--- config.mk ---
export PLATFORM = sky130hd
export DESIGN_NAME = mc_ctrl_fsm
export DESIGN_NICKNAME = d
export VERILOG_FILES = /design/src/rtl/mc_ctrl_fsm.sv
export SDC_FILE = /design/constraint.sdc
export NUM_CORES = 1
export LEC_CHECK = 0
export CORE_MARGIN = 3
export CORE_UTILIZATION = 42
export DETAILED_ROUTE_END_ITERATION = 8
export GPL_ROUTABILITY_DRIVEN = 0
export PLACE_DENSITY = 0.75
export SLEW_MARGIN = 20
export SYNTH_ARGS = -nofsm -noshare
export SYNTH_HDL_FRONTEND = slang
export SYNTH_SLANG_ARGS = --single-unit
--- constraint.sdc ---
create_clock -name i_clk -period 2.8 [get_ports i_clk]
set_input_delay 0.42 -clock i_clk [delete_from_list [all_inputs] [get_ports i_clk]]
set_output_delay 0.42 -clock i_clk [all_outputs]
set_load 0.1 [all_outputs]
--- src/rtl/mc_ctrl_fsm.sv ---
// rtl/mc_ctrl_fsm.sv - multicycle MIPS-subset control FSM with memory request/ready handshake
// Optional MC_PERF_CNT_EN adds free-running cycle and retired-instruction counters.
module mc_ctrl_fsm #(
   parameter int PC_INC = 4
) (
   input  logic        i_clk,
   input  logic        i_rst,
   input  logic [5:0]  i_opcode,
   input  logic [5:0]  i_funct,
   input  logic        i_alu_zero,
   input  logic        i_mem_ready,
   output logic        o_mem_rd,
   output logic        o_mem_wr,
   output logic        o_iord,
   output logic        o_ir_we,
   output logic        o_pc_we,
   output logic [1:0]  o_pc_src,
   output logic        o_alu_src_a,
   output logic [1:0]  o_alu_src_b,
   output logic [3:0]  o_alu_ctrl,
   output logic        o_reg_we,
   output logic        o_reg_dst,
   output logic        o_mem_to_reg,
   output logic        o_instr_done,
   output logic        o_illegal
`ifdef MC_PERF_CNT_EN
   ,
   output logic [31:0] o_cycle_cnt,
   output logic [31:0] o_instr_cnt
`endif
);

   localparam logic [3:0] ALU_AND = 4'b0000;
   localparam logic [3:0] ALU_OR  = 4'b0001;
   localparam logic [3:0] ALU_ADD = 4'b0010;
   localparam logic [3:0] ALU_SUB = 4'b0110;
   localparam logic [3:0] ALU_SLT = 4'b0111;
   localparam logic [3:0] ALU_SLL = 4'b1000;

   localparam logic [5:0] OP_RTYPE = 6'h00, OP_J = 6'h02, OP_BEQ = 6'h04, OP_BNE = 6'h05;
   localparam logic [5:0] OP_ADDI = 6'h08, OP_ORI = 6'h0D, OP_LW = 6'h23, OP_SW = 6'h2B;

   // alu_src_b=1 hard-wires the PC increment in the datapath; only word fetch is supported.
   if (PC_INC != 4) begin : g_pc_inc_chk
      $error("mc_ctrl_fsm supports PC_INC == 4 only");
   end

   typedef enum logic [3:0] {
      S_IDLE, S_FETCH, S_DECODE, S_MEM_ADDR, S_MEM_READ, S_MEM_WB, S_MEM_WRITE,
      S_R_EXEC, S_R_WB, S_I_EXEC, S_I_WB, S_BRANCH, S_JUMP, S_JUMP_REG, S_TRAP
   } state_t;

   state_t r_state;
   state_t w_next;
   logic   w_r_funct_ok;

   assign w_r_funct_ok = (i_funct == 6'h20) || (i_funct == 6'h22) || (i_funct == 6'h24) ||
                         (i_funct == 6'h25) || (i_funct == 6'h2A) || (i_funct == 6'h00);

   always_ff @(posedge i_clk or posedge i_rst) begin
      if (i_rst) r_state <= S_IDLE;
      else       r_state <= w_next;
   end

   always_comb begin
      w_next       = r_state;
      o_mem_rd     = 1'b0;
      o_mem_wr     = 1'b0;
      o_iord       = 1'b0;
      o_ir_we      = 1'b0;
      o_pc_we      = 1'b0;
      o_pc_src     = 2'd0;
      o_alu_src_a  = 1'b0;
      o_alu_src_b  = 2'd0;
      o_alu_ctrl   = ALU_AND;
      o_reg_we     = 1'b0;
      o_reg_dst    = 1'b0;
      o_mem_to_reg = 1'b0;
      o_instr_done = 1'b0;
      o_illegal    = 1'b0;
      case (r_state)
         S_IDLE: w_next = S_FETCH;
         S_FETCH: begin
            o_mem_rd    = 1'b1;
            o_alu_src_b = 2'd1;
            o_alu_ctrl  = ALU_ADD;
            if (i_mem_ready) begin
               o_ir_we = 1'b1;
               o_pc_we = 1'b1;
               w_next  = S_DECODE;
            end
         end
         S_DECODE: begin
            o_alu_src_b = 2'd3;
            o_alu_ctrl  = ALU_ADD;
            case (i_opcode)
               OP_LW, OP_SW:     w_next = S_MEM_ADDR;
               OP_RTYPE: begin
                  if (w_r_funct_ok)           w_next = S_R_EXEC;
                  else if (i_funct == 6'h08)  w_next = S_JUMP_REG;
                  else                        w_next = S_TRAP;
               end
               OP_BEQ, OP_BNE:   w_next = S_BRANCH;
               OP_ADDI, OP_ORI:  w_next = S_I_EXEC;
               OP_J:             w_next = S_JUMP;
               default:          w_next = S_TRAP;
            endcase
         end
         S_MEM_ADDR: begin
            o_alu_src_a = 1'b1;
            o_alu_src_b = 2'd2;
            o_alu_ctrl  = ALU_ADD;
            w_next      = (i_opcode == OP_LW) ? S_MEM_READ : S_MEM_WRITE;
         end
         S_MEM_READ: begin
            o_mem_rd = 1'b1;
            o_iord   = 1'b1;
            if (i_mem_ready) w_next = S_MEM_WB;
         end
         S_MEM_WB: begin
            o_reg_we     = 1'b1;
            o_mem_to_reg = 1'b1;
            o_instr_done = 1'b1;
            w_next       = S_FETCH;
         end
         S_MEM_WRITE: begin
            o_mem_wr = 1'b1;
            o_iord   = 1'b1;
            if (i_mem_ready) begin
               o_instr_done = 1'b1;
               w_next       = S_FETCH;
            end
         end
         S_R_EXEC: begin
            o_alu_src_a = 1'b1;
            case (i_funct)
               6'h22:   o_alu_ctrl = ALU_SUB;
               6'h24:   o_alu_ctrl = ALU_AND;
               6'h25:   o_alu_ctrl = ALU_OR;
               6'h2A:   o_alu_ctrl = ALU_SLT;
               6'h00:   o_alu_ctrl = ALU_SLL;
               default: o_alu_ctrl = ALU_ADD;
            endcase
            w_next = S_R_WB;
         end
         S_R_WB: begin
            o_reg_we     = 1'b1;
            o_reg_dst    = 1'b1;
            o_instr_done = 1'b1;
            w_next       = S_FETCH;
         end
         S_I_EXEC: begin
            o_alu_src_a = 1'b1;
            o_alu_src_b = 2'd2;
            o_alu_ctrl  = (i_opcode == OP_ORI) ? ALU_OR : ALU_ADD;
            w_next      = S_I_WB;
         end
         S_I_WB: begin
            o_reg_we     = 1'b1;
            o_instr_done = 1'b1;
            w_next       = S_FETCH;
         end
         S_BRANCH: begin
            o_alu_src_a  = 1'b1;
            o_alu_ctrl   = ALU_SUB;
            o_pc_src     = 2'd1;
            o_pc_we      = (i_opcode == OP_BNE) ? ~i_alu_zero : i_alu_zero;
            o_instr_done = 1'b1;
            w_next       = S_FETCH;
         end
         S_JUMP: begin
            o_pc_we      = 1'b1;
            o_pc_src     = 2'd2;
            o_instr_done = 1'b1;
            w_next       = S_FETCH;
         end
         S_JUMP_REG: begin
            o_pc_we      = 1'b1;
            o_pc_src     = 2'd3;
            o_instr_done = 1'b1;
            w_next       = S_FETCH;
         end
         S_TRAP: o_illegal = 1'b1;
         default: w_next = S_IDLE;
      endcase
   end

`ifdef MC_PERF_CNT_EN
   logic [31:0] r_cycle_cnt;
   logic [31:0] r_instr_cnt;

   always_ff @(posedge i_clk or posedge i_rst) begin
      if (i_rst) begin
         r_cycle_cnt <= 32'd0;
         r_instr_cnt <= 32'd0;
      end else begin
         if (r_state != S_IDLE && r_state != S_TRAP) r_cycle_cnt <= r_cycle_cnt + 32'd1;
         if (o_instr_done) r_instr_cnt <= r_instr_cnt + 32'd1;
      end
   end

   assign o_cycle_cnt = r_cycle_cnt;
   assign o_instr_cnt = r_instr_cnt;
`endif

endmodule

==> results of run 1 <==
==> layer usage <==
metal  global-route usage [%]  share of wire (%)
met5                        0                  0
met4                     7.23                1.6
met3                     3.10                6.6
met2                     32.0                 48
met1                     27.6                 44
==> area by class of cell <==
type,count,share of cell area (%)
Timing Repair Buffer,44,33.4
Tap cell,27,2.41
Multi-Input combinational cell,114,54.6
Sequential cell,4,7.14
Inverter,3,0.804
Clock buffer,3,1.61
==> logic make-up after synthesis <==
family | Yosys count | synth area share (%)
AO/OA/AOI/OAI | 31 | 23.0
XOR/XNOR | 3 | 2.80
adder cells (fa/ha/maj) | 1 | 1.20
buffers and inverters | 16 | 13.1
flip-flops | 4 | 10.7
multiplexers | 3 | 3.20
AND/OR/NAND/NOR | 76 | 46.1
==> per-stage QoR <==
step	total power, uW	hold slack (ps)	area [um^2]	setup WS, ps
3_5_place_dp	1620	621	1380	197
2_1_floorplan	1290	186	988	-99.2
3_3_place_gp	1610	607	1380	223
6_report	1690	364	1400	187
5_1_grt	1780	368	1400	31.2
4_1_cts	1700	356	1400	194
==> power by group through the flow <==
stage               clock network (uW)  logic, uW  registers, uW
finish                            75.3       1420            200
global route                      86.1       1480            213
CTS                               80.0       1420            199
detailed placement                   0       1420            199
global placement                     0       1410            197
floorplan                            0       1190            105
==> path summary, 6_finish.rpt <==
kind / slack, ps / endpoint / depth (start not counted) / from
setup reg to reg: 1100 / r_state[0]$_DFFE_PP0P_ / 4 / r_state[2]$_DFFE_PP0P_
hold reg to reg: 810 / r_state[2]$_DFFE_PP0P_ / 2 / r_state[3]$_DFFE_PP0P_
setup / recovery: 190 / o_alu_ctrl[1] / 7 / i_funct[5]
min in group i_clk: 810 / r_state[2]$_DFFE_PP0P_ / 2 / r_state[3]$_DFFE_PP0P_
max in group asynchronous: 2290 / r_state[2]$_DFFE_PP0P_ / 2 / i_rst
hold / removal: 360 / r_state[0]$_DFFE_PP0P_ / 2 / i_rst
==> worst max-delay path, delay by kind of cell <==
| kind | cells | cell delay [ps] |
|---|---|---|
| simple gates | 4 | 1000 |
| mux | 1 | 70 |
| buf+inv | 2 | 700 |
==> synthesized netlist by cell type, drive strengths merged (2+ instances only) <==
library cell and instances:
a211oi 5, a21o 2, a21oi 7, and3 4, buf 6, clkbuf 7
dfrtp 4, inv 3, mux2i 3, nand2 13, nand2b 4, nand3 5
nand4 4, nor2 12, nor2b 6, nor3 11, nor4 3, nor4b 3
o21ai 6, o31ai 2, or2 2, or3 3, xor2 2
==> flow_metrics.env, run 1 <==
export IMPL_via_per_inst=5.83
export IMPL_worst_setup_path_end_kind="primary output"
export IMPL_post_route_drc_count=0
export IMPL_multi_input_area_um2=766
export IMPL_postSynthCellCount=134
export IMPL_cts_buffer_depth=2
export IMPL_ioPinCount=35
export IMPL_drv_cap=0
export IMPL_p_clk_share_pct=4.5
export IMPL_cts_buffers=3
export IMPL_p_sw_uw=1130
export IMPL_overflow=0
export IMPL_top_register="r_state"
export IMPL_crit_arrival_ps=2190
export IMPL_netSwitchingFraction_pct=66.9
export IMPL_clock_latency_ps=240
export IMPL_rows=16
export IMPL_die_y_um=53.2
export IMPL_fin_crit_sh_pct=93.3
export IMPL_drtIter0Drc=28
export IMPL_setup_tns_final_ps=0
export IMPL_maxSlewHeadroom_pct=56.2
export IMPL_areaGrowthSynthToFinish_pct=49.5
export IMPL_drive_gt1_share_pct=29.8
export IMPL_yosysSeqAreaShare_pct=10.7
export IMPL_worstHoldPathType="primary input to async pin"
export IMPL_fin_cells=195
export IMPL_nFillCells=179
export IMPL_synth_flop_cell="dfrtp_1"
export IMPL_mostFrequentLayoutCells="21 x buf_4, 15 x clkdlybuf4s50_1, 13 x nand2_1"
export IMPL_synthesis_area_um2=937
export IMPL_port_buffers=34
export IMPL_status="complete, no violations"
export IMPL_setup_violations=0
export IMPL_avgRoutedWirePerCell_um=13.7
export IMPL_crit_type="primary input to primary output"
export IMPL_synth_seq_cells=4
export IMPL_avgSynthCellArea_um2=6.99
export IMPL_cts_tree="yes"
export IMPL_floorplan_initialDensity_pct=45.9
export IMPL_hold_violations=0
export IMPL_top_regs="r_state (4)"
export IMPL_slew_viol_final=0
export IMPL_fmax_ghz=0.383
export IMPL_core_area_mm2=0.00204
export IMPL_p_per_area_mw_per_mm2=1210
export IMPL_fp_dieArea_mm2=0.00283
export IMPL_path_clk_slew_ps=40
export IMPL_min_period_ps=2610
export IMPL_cp_max_fo=7
export IMPL_combinationalPowerShare_pct=83.7
export IMPL_skew_ps=3.11
export IMPL_yosys_warnings=0
export IMPL_tightest_slew_ps=657
export IMPL_rsz0062_at_grt="no"
export IMPL_final_nets=186
export IMPL_ir_drop_uv=1220
export IMPL_num_vias=1136
export IMPL_firstDrtPassIters=5
export IMPL_die_w_um=53.2
export IMPL_synth_top_area_share_pct=10.7
export IMPL_place_inst=192
export IMPL_first_global_vias=967
export IMPL_clkSinkCount=4
export IMPL_layout_commonest_cell="buf_4"
export IMPL_largest_reg_flops=4
export IMPL_grt_max_degree=21
export IMPL_antenna_found_initial=0
export IMPL_grt_pass1_wl_um=4310
export IMPL_start_kind="primary input"
export IMPL_cts_resized=0
export IMPL_seq_power_share_pct=11.8
export IMPL_final_core_util_pct=68.6
export IMPL_final_antenna_net_count=0
export IMPL_yosys_area_top_type="dfrtp_1"
export IMPL_synth_async_reset_ratio_pct=100
export IMPL_synth_nets=150
export IMPL_synth_cell_types=50
export IMPL_crit_chain="clkdlybuf4s50_1, nor2b_1, nand4_1, mux2i_1, and3_2, or3_1, buf_12"
export IMPL_cts_hold_buffers_added=0
export IMPL_p_leak_uw=0.000580
export IMPL_regArea_um2=100
export IMPL_cp_required_ps=2380
export IMPL_htreeDepth=1
export IMPL_intPower_uw=561
export IMPL_wirelength_um=2680
export IMPL_worst_path_max_delay_cell="clkdlybuf4s50_1"
export IMPL_cts_setup_buffers=0
export IMPL_cpPeakStageDelay_ps=510
export IMPL_grt_usage_pct=20.3
export IMPL_diodes=0
export IMPL_synth_edf_count=0
export IMPL_cts_root_buf="clkbuf_4"
export IMPL_dp_hpwl_um=2120
export IMPL_yosys_top_cells_area="dfrtp_1 11%, clkbuf_8 5.9%, nor3_1 5.3%"
No activity file was read; power rests on OpenSTA's default activity.
==> inputs of run 2 (changes only) <==
--- a/config.mk
+++ b/config.mk
@@ -7,8 +7,10 @@
 export LEC_CHECK = 0
 export CORE_MARGIN = 3
 export CORE_UTILIZATION = 42
+export CTS_BUF_LIST = sky130_fd_sc_hd__clkbuf_4 sky130_fd_sc_hd__clkbuf_8
 export DETAILED_ROUTE_END_ITERATION = 8
 export GPL_ROUTABILITY_DRIVEN = 0
+export HOLD_SLACK_MARGIN = 0.15
 export PLACE_DENSITY = 0.75
 export SLEW_MARGIN = 20
 export SYNTH_ARGS = -nofsm -noshare
==> results of run 2 <==
No change in the layout: final DEF, timing and power equal those of run 1.
==> inputs of run 3 (changes only) <==
--- a/config.mk
+++ b/config.mk
@@ -9,7 +9,7 @@
 export CORE_UTILIZATION = 42
 export CTS_BUF_LIST = sky130_fd_sc_hd__clkbuf_4 sky130_fd_sc_hd__clkbuf_8
 export DETAILED_ROUTE_END_ITERATION = 8
-export GPL_ROUTABILITY_DRIVEN = 0
+export GPL_ROUTABILITY_DRIVEN = 1
 export HOLD_SLACK_MARGIN = 0.15
 export PLACE_DENSITY = 0.75
 export SLEW_MARGIN = 20
==> results of run 3 <==
No change in the layout: final DEF, timing and power equal those of run 1.
